<file path="config.mk">
export PLATFORM = sky130hd
export DESIGN_NAME = vga_sync_receiver
export DESIGN_NICKNAME = d
export VERILOG_FILES = /design/src/rtl/vga_timing_pkg.sv /design/src/rtl/vga_sync_edge.sv /design/src/rtl/vga_sync_receiver.sv
export SDC_FILE = /design/constraint.sdc
export NUM_CORES = 1
export LEC_CHECK = 0
export BUFFER_PORTS_ARGS = -buffer_cell sky130_fd_sc_hd__buf_2
export CAP_MARGIN = 0
export CELL_PAD_IN_SITES_DETAIL_PLACEMENT = 1
export CELL_PAD_IN_SITES_GLOBAL_PLACEMENT = 2
export CORE_MARGIN = 2
export CORE_UTILIZATION = 40
export CTS_CLUSTER_DIAMETER = 30
export CTS_CLUSTER_SIZE = 24
export DETAILED_ROUTE_END_ITERATION = 10
export GPL_TIMING_DRIVEN = 0
export PLACE_DENSITY = 0.83
export SLEW_MARGIN = 20
export SYNTH_ARGS = -nofsm -noshare
export SYNTH_HDL_FRONTEND = slang
export SYNTH_SLANG_ARGS = --single-unit
export TNS_END_PERCENT = 10
</file>
<file path="constraint.sdc">
create_clock -name clk -period 4.2 [get_ports clk]
set_input_delay 0.21 -clock clk [delete_from_list [all_inputs] [get_ports clk]]
set_output_delay 0.21 -clock clk [all_outputs]
set_load 0.1 [all_outputs]
</file>
<file path="src/rtl/vga_timing_pkg.sv">
// Shared 640x480@60 timing constants and receiver FSM state type.
package vga_timing_pkg;

  // Horizontal timing, in pixel clocks.
  localparam int unsigned VGA_H_SYNC      = 96;
  localparam int unsigned VGA_H_BACK      = 48;
  localparam int unsigned VGA_H_ACT       = 640;
  localparam int unsigned VGA_H_FRONT     = 16;
  localparam int unsigned VGA_H_TOTAL     = VGA_H_SYNC + VGA_H_BACK + VGA_H_ACT + VGA_H_FRONT;
  localparam int unsigned VGA_H_ACT_START = VGA_H_SYNC + VGA_H_BACK;

  // Vertical timing, in lines.
  localparam int unsigned VGA_V_SYNC      = 2;
  localparam int unsigned VGA_V_BACK      = 33;
  localparam int unsigned VGA_V_ACT       = 480;
  localparam int unsigned VGA_V_FRONT     = 10;
  localparam int unsigned VGA_V_TOTAL     = VGA_V_SYNC + VGA_V_BACK + VGA_V_ACT + VGA_V_FRONT;
  localparam int unsigned VGA_V_ACT_START = VGA_V_SYNC + VGA_V_BACK;

  // Consecutive good frames before the receiver declares lock.
  localparam int unsigned VGA_LOCK_FRAMES = 2;

  // Counter width and saturation value shared by the line/frame counters.
  localparam int unsigned CNT_W   = 12;
  localparam logic [11:0] CNT_MAX = 12'hFFF;

  typedef enum logic [1:0] {
    StUnlocked,
    StChecking,
    StLocked
  } rx_state_e;

endpackage

</file>
<file path="src/rtl/vga_sync_edge.sv">
// Two-flop sync register with rising-edge detect.
module vga_sync_edge (
  input  logic clk,
  input  logic rst_n,
  input  logic sync_in,
  output logic rise
);

  logic s1_q;
  logic s1d_q;

  // First stage registers the pin, second stage holds it one more cycle for edge detection.
  always_ff @(posedge clk or negedge rst_n) begin
    if (!rst_n) begin
      s1_q  <= 1'b0;
      s1d_q <= 1'b0;
    end else begin
      s1_q  <= sync_in;
      s1d_q <= s1_q;
    end
  end

  assign rise = s1_q & ~s1d_q;

endmodule

</file>
<file path="src/rtl/vga_sync_receiver.sv">
// VGA receive end: recovers pixel coordinates, measures timing and tracks lock.
module vga_sync_receiver
  import vga_timing_pkg::*;
#(
  parameter int unsigned H_TOTAL     = VGA_H_TOTAL,
  parameter int unsigned V_TOTAL     = VGA_V_TOTAL,
  parameter int unsigned H_ACT_START = VGA_H_ACT_START,
  parameter int unsigned H_ACT       = VGA_H_ACT,
  parameter int unsigned V_ACT_START = VGA_V_ACT_START,
  parameter int unsigned V_ACT       = VGA_V_ACT,
  parameter int unsigned LOCK_FRAMES = VGA_LOCK_FRAMES
) (
  input  logic        clk,
  input  logic        rst_n,
  input  logic        vga_hsy,
  input  logic        vga_vsy,
  input  logic        vga_r,
  input  logic        vga_g,
  input  logic        vga_b,
  output logic        pix_valid,
  output logic [11:0] pix_x,
  output logic [11:0] pix_y,
  output logic [2:0]  pix_rgb,
  output logic        frame_start,
  output logic [11:0] h_meas,
  output logic [11:0] v_meas,
  output logic        locked,
  output logic        err
);

  logic        hs_rise;
  logic        vs_rise;
  logic [2:0]  rgb_s1_q;
  logic [11:0] hcnt_q;
  logic [11:0] vcnt_q;
  logic        h_seen_q;
  logic [11:0] hcnt_inc;
  logic [11:0] vcnt_inc;
  logic        line_bad;
  logic        frame_len_ok;
  logic        window;
  logic        valid_d;

  rx_state_e   state_q, state_d;
  logic [7:0]  good_q, good_d;
  logic [7:0]  good_inc;
  logic        frame_bad_q, frame_bad_d;
  logic        err_d;

  vga_sync_edge u_hs_edge (
    .clk     (clk),
    .rst_n   (rst_n),
    .sync_in (vga_hsy),
    .rise    (hs_rise)
  );

  vga_sync_edge u_vs_edge (
    .clk     (clk),
    .rst_n   (rst_n),
    .sync_in (vga_vsy),
    .rise    (vs_rise)
  );

  // Colour gets the same first-stage register as the syncs so it stays aligned with hcnt.
  always_ff @(posedge clk or negedge rst_n) begin
    if (!rst_n) begin
      rgb_s1_q <= 3'b000;
    end else begin
      rgb_s1_q <= {vga_r, vga_g, vga_b};
    end
  end

  assign hcnt_inc     = hcnt_q + 12'd1;
  assign vcnt_inc     = vcnt_q + 12'd1;
  assign frame_len_ok = (vcnt_inc == 12'(V_TOTAL));
  // A counter stuck at its ceiling means hsync has gone away.
  assign line_bad     = (hs_rise && h_seen_q && (hcnt_inc != 12'(H_TOTAL))) ||
                        (hcnt_q == CNT_MAX);
  assign window       = (hcnt_q >= 12'(H_ACT_START)) &&
                        (hcnt_q <  12'(H_ACT_START + H_ACT)) &&
                        (vcnt_q >= 12'(V_ACT_START)) &&
                        (vcnt_q <  12'(V_ACT_START + V_ACT));

  // Line and frame counters plus the length measurements taken at each sync edge.
  always_ff @(posedge clk or negedge rst_n) begin
    if (!rst_n) begin
      hcnt_q   <= '0;
      vcnt_q   <= '0;
      h_seen_q <= 1'b0;
      h_meas   <= '0;
      v_meas   <= '0;
    end else begin
      if (hs_rise) begin
        hcnt_q   <= '0;
        h_seen_q <= 1'b1;
        if (h_seen_q) begin
          h_meas <= hcnt_inc;
        end
      end else if (hcnt_q != CNT_MAX) begin
        hcnt_q <= hcnt_inc;
      end
      // vsync normally lands with hsync; it wins so line 0 starts at zero.
      if (vs_rise) begin
        vcnt_q <= '0;
        v_meas <= vcnt_inc;
      end else if (hs_rise && (vcnt_q != CNT_MAX)) begin
        vcnt_q <= vcnt_inc;
      end
    end
  end

  assign good_inc = good_q + 8'd1;

  // Lock FSM next-state: qualify whole frames, then watch for any violation while locked.
  always_comb begin
    state_d     = state_q;
    good_d      = good_q;
    frame_bad_d = frame_bad_q;
    err_d       = 1'b0;
    unique case (state_q)
      StUnlocked: begin
        if (vs_rise) begin
          state_d     = StChecking;
          good_d      = '0;
          frame_bad_d = 1'b0;
        end
      end
      StChecking: begin
        if (line_bad) begin
          frame_bad_d = 1'b1;
        end
        if (vs_rise) begin
          frame_bad_d = 1'b0;
          if (!frame_bad_q && !line_bad && frame_len_ok) begin
            good_d = good_inc;
            if (good_inc >= 8'(LOCK_FRAMES)) begin
              state_d = StLocked;
            end
          end else begin
            good_d = '0;
          end
        end
      end
      StLocked: begin
        if (line_bad || (vs_rise && !frame_len_ok)) begin
          err_d   = 1'b1;
          state_d = StUnlocked;
        end
      end
      default: begin
        state_d = StUnlocked;
      end
    endcase
  end

  // Lock FSM state register.
  always_ff @(posedge clk or negedge rst_n) begin
    if (!rst_n) begin
      state_q     <= StUnlocked;
      good_q      <= '0;
      frame_bad_q <= 1'b0;
    end else begin
      state_q     <= state_d;
      good_q      <= good_d;
      frame_bad_q <= frame_bad_d;
    end
  end

  assign locked = (state_q == StLocked);

  // Use next-state lock so pix_valid drops in the same cycle locked does.
  assign valid_d = window && (state_d == StLocked);

  // Registered pixel stream; coordinates and colour hold outside valid pixels.
  always_ff @(posedge clk or negedge rst_n) begin
    if (!rst_n) begin
      pix_valid   <= 1'b0;
      pix_x       <= '0;
      pix_y       <= '0;
      pix_rgb     <= '0;
      frame_start <= 1'b0;
      err         <= 1'b0;
    end else begin
      pix_valid   <= valid_d;
      frame_start <= vs_rise;
      err         <= err_d;
      if (valid_d) begin
        pix_x   <= hcnt_q - 12'(H_ACT_START);
        pix_y   <= vcnt_q - 12'(V_ACT_START);
        pix_rgb <= rgb_s1_q;
      end
    end
  end

endmodule

</file>
==> impl_metrics.ini <==
[final_layout]
drive_gt1_frac = 0.228
fin_nets = 551
antennaDiodeCount = 0
area.growth.synth_to_final_pct = 18.5
layoutNonFillerInstCount = 687

[timing]
rsz0062_at_grt = no
max-slew-margin-rel = 0.537
layout_min_cycle_time_ns = 3.27
maxClockFrequency_mhz = 306
hold_slack_ns = 0.354
timing.final.hold_violations = 0
setup_violating_endpoint_count_in_the_final_report = 0
timing.final.crit_share = 0.779
timing.final.ws_setup_ns = 0.929
final_number_of_max_transition_violations = 0
setup-tns-final_ns = 0
tightest_pin_transition_ns = 0.687
finalClockSkew_ns = 0.00749

[placement]
placement.io_buffers = 61
numPlacedInstances = 665
post-dp-hpwl_um = 8040
gp_congestion = 0.816
post-place-ws_ns = 0.898

[job]
cap_violations = 0

[route]
first_pass_iters = 4
detail-route-antenna-nets = 0
route.detailed.wl_per_inst_um = 16.7
drt_iter0_drc = 123
post_route_wl_um = 11500
viasPerCell = 5.21
routed-via-count = 3578
detail_route.drc_violations = 0

[synthesis]
syn_nets = 472
synth_top_cell_by_area = dfrtp_1
yosys_most_used_dff = dfrtp_1
yosysUniqueCellTypes = 55
dominant_cell_by_count_in_the_synthesized_netlist = dfrtp_1
synth-edff-count = 0
synth_async_sr_flop_share = 1.00
synth_top_cell_area_share = 0.506
postSynthCellCount = 456
synth_area_um2 = 4800
yosysWarnings = 0
ys_seq_elements = 97
synth_top_area_cells = dfrtp_1 51%, mux2_4 5.3%, xor2_1 4.6%, xnor2_1 4.4%, nand2_1 4.3%
yosysSeqAreaShare = 0.506
synth_top_cells_by_count = 97 x dfrtp_1, 55 x nand2_1, 33 x nor2_1
syn_area_per_cell_um2 = 10.5

[pwr]
peakVddDrop_uv = 166
pwr_density_cell_nw_per_um2 = 404
power.static_leakage_uw = 0.00275

[worst_hold_path]
holdCritPathClass = input port to async pin

[global_route]
grt_pass1_vias = 3868
global_route.usage.total = 0.196
pin_count_of_the_biggest_net_entering_global_routing = 52
grt_antenna_before_repair = 0
grt_pass1_wl_um = 19900
gr-total-overflow = 0

[floorplan]
fp.dieW_um = 114
area_of_the_core_region_um2 = 11900
floorplan.rows = 40
floorplan.initialDensity = 0.405
die_h_um = 114
dieArea_um2 = 12900
io_pins = 62

[critical_path]
crit_chain = ha_1 > nand3_1 > nor3_1 > xnor2_1 > a41oi_2 > a2111oi_4 > o311ai_4 > buf_6 > mux2_4
critical-path-slowest-cell = a2111oi_4
worst_ep_required_time_ns = 4.43
regToRegSetupSlack_ns = 0.93
setup.worst_path.class = flop to flop
critPathArrivalTime_ns = 3.50
startpoint = vcnt_q[0]$_DFFE_PN0P_
critical_path.reg2reg.endpoint = pix_x[6]$_DFFE_PN0P_
r2r_start = vcnt_q[0]$_DFFE_PN0P_
rr_worst_depth = 9
critical_path_peak_fanout = 10
timing.critical_path.slowest_cell_delay_ns = 0.48
timing.critical_path.from_type = flop
worstSetupEndpointType = flop
endpoint = pix_x[6]$_DFFE_PN0P_

[clock_tree]
cts_sinks = 97
cts-buffers-inserted = 9
ctsResizeCount = 0
clkTransAtPathRegs_ns = 0.07
cts_post_setup_buffers_inserted = 0
worstSkewPairLatency_ns = 0.35
clock_path_buffers = 2
cts_root_buffer = clkbuf_16
tritoncts = done
htreeDepth = 3

[run_status]
result_of_the_run = complete, no violations
-- routing by layer --
metal	wire, um	global-route usage	up-vias	share of wire
li1	-	-	1714	-
met1	5330	0.258	1808	0.46
met2	5710	0.328	45	0.50
met3	315	0.0409	11	0.027
met4	112	0.0561	0	0.0098
met5	0	0	-	0
-- critical path, delay by kind of cell (launching register included) --
kind | cells | cell delay (ns)
DFF | 1 | 0.45
AOI/OAI and AO/OA | 3 | 1.04
adders and majority gates | 1 | 0.31
and+or+nand+nor | 2 | 0.54
muxes | 1 | 0.31
xor gates and xnor gates | 1 | 0.24
buffers and inverters | 1 | 0.25
-- logic make-up after synthesis --
kind of cell,count (synthesis),share of synthesized area
buffers and inverters,41,0.0386
adder cells (fa/ha/maj),9,0.0235
AND/OR/NAND/NOR,161,0.166
AO/OA/AOI/OAI,70,0.0962
multiplexers,29,0.0808
XOR/XNOR,49,0.0894
flip-flops,97,0.506
-- how the worst min path moves through the flow --
stage	to	slack (ns)	depth (start not counted)
final	h_meas[0]$_DFFE_PN0P_	0.35	2
after global routing	h_meas[0]$_DFFE_PN0P_	0.39	2
after CTS	h_meas[0]$_DFFE_PN0P_	0.38	2
after detailed placement	h_meas[0]$_DFFE_PN0P_	0.18	1
after global placement	rgb_s1_q[1]$_DFF_PN0_	0.32	1
after floorplan	err$_DFF_PN0_	-0.09	0
-- per-stage QoR --
| stage | instance area, um^2 | power (uW) | util |
|---|---|---|---|
| after floorplan | 4800 | 1340 | - |
| after global placement | 5290 | 1430 | 0.446 |
| after detailed placement | 5320 | 1440 | 0.449 |
| after CTS | 5690 | 2330 | 0.480 |
| after global routing | 5690 | 2410 | 0.480 |
| final | 5690 | 2300 | 0.480 |
-- registers in the layout, summed over array words and instances, names as in the netlist --
signal,cells
hcnt_q,12
err,1
frame_start,1
u_vs_edge.s1d_q,1
u_hs_edge.s1_q,1
frame_bad_q,1
u_vs_edge.s1_q,1
rgb_s1_q,3
pix_y,12
h_seen_q,1
pix_valid,1
pix_rgb,3
vcnt_q,12
v_meas,12
h_meas,12
u_hs_edge.s1d_q,1
state_q,2
pix_x,12
good_q,8
-- where the power goes --
part,internal (uW),switching (uW)
Sequential,982,41.2
Combinational,88.1,314
Clock,522,352
Total,1590,707
-- cells in the final DEF, fill, tap and decap left out, drive strengths merged, types with 3 or more instances in the layout --
master | Yosys | routed
dfrtp | 97 | 97
buf | 13 | 75
nand2 | 55 | 55
nor2 | 33 | 33
clkbuf | 16 | 29
mux2 | 27 | 27
o21ai | 26 | 26
xor2 | 25 | 25
xnor2 | 24 | 24
nand3 | 18 | 18
a21oi | 18 | 18
inv | 12 | 12
nor3 | 9 | 9
ha | 9 | 9
a31oi | 8 | 8
nand2b | 6 | 6
nand4 | 6 | 6
dlygate4sd3 | 0 | 6
and3 | 5 | 5
nor2b | 5 | 5
and2 | 4 | 4
nor4 | 4 | 4
or3 | 3 | 3
nor3b | 3 | 3
-- layout make-up --
cell class / instances / area (um^2)
fillers: 1338 / 6170
flip-flops and latches: 97 / 2430
multi-input cells: 318 / 2190
repair buffers: 68 / 399
clock buffers: 13 / 240
well taps: 147 / 184
plain buffers: 29 / 140
clock inverters: 3 / 65.1
inverters: 12 / 45.0
-- what timing repair did --
action,in CTS,in global routing
hold buffers,6,0
setup endpoints to repair,0,0
hold endpoints to repair,51,0
No activity file was read; power rests on OpenSTA's default activity.
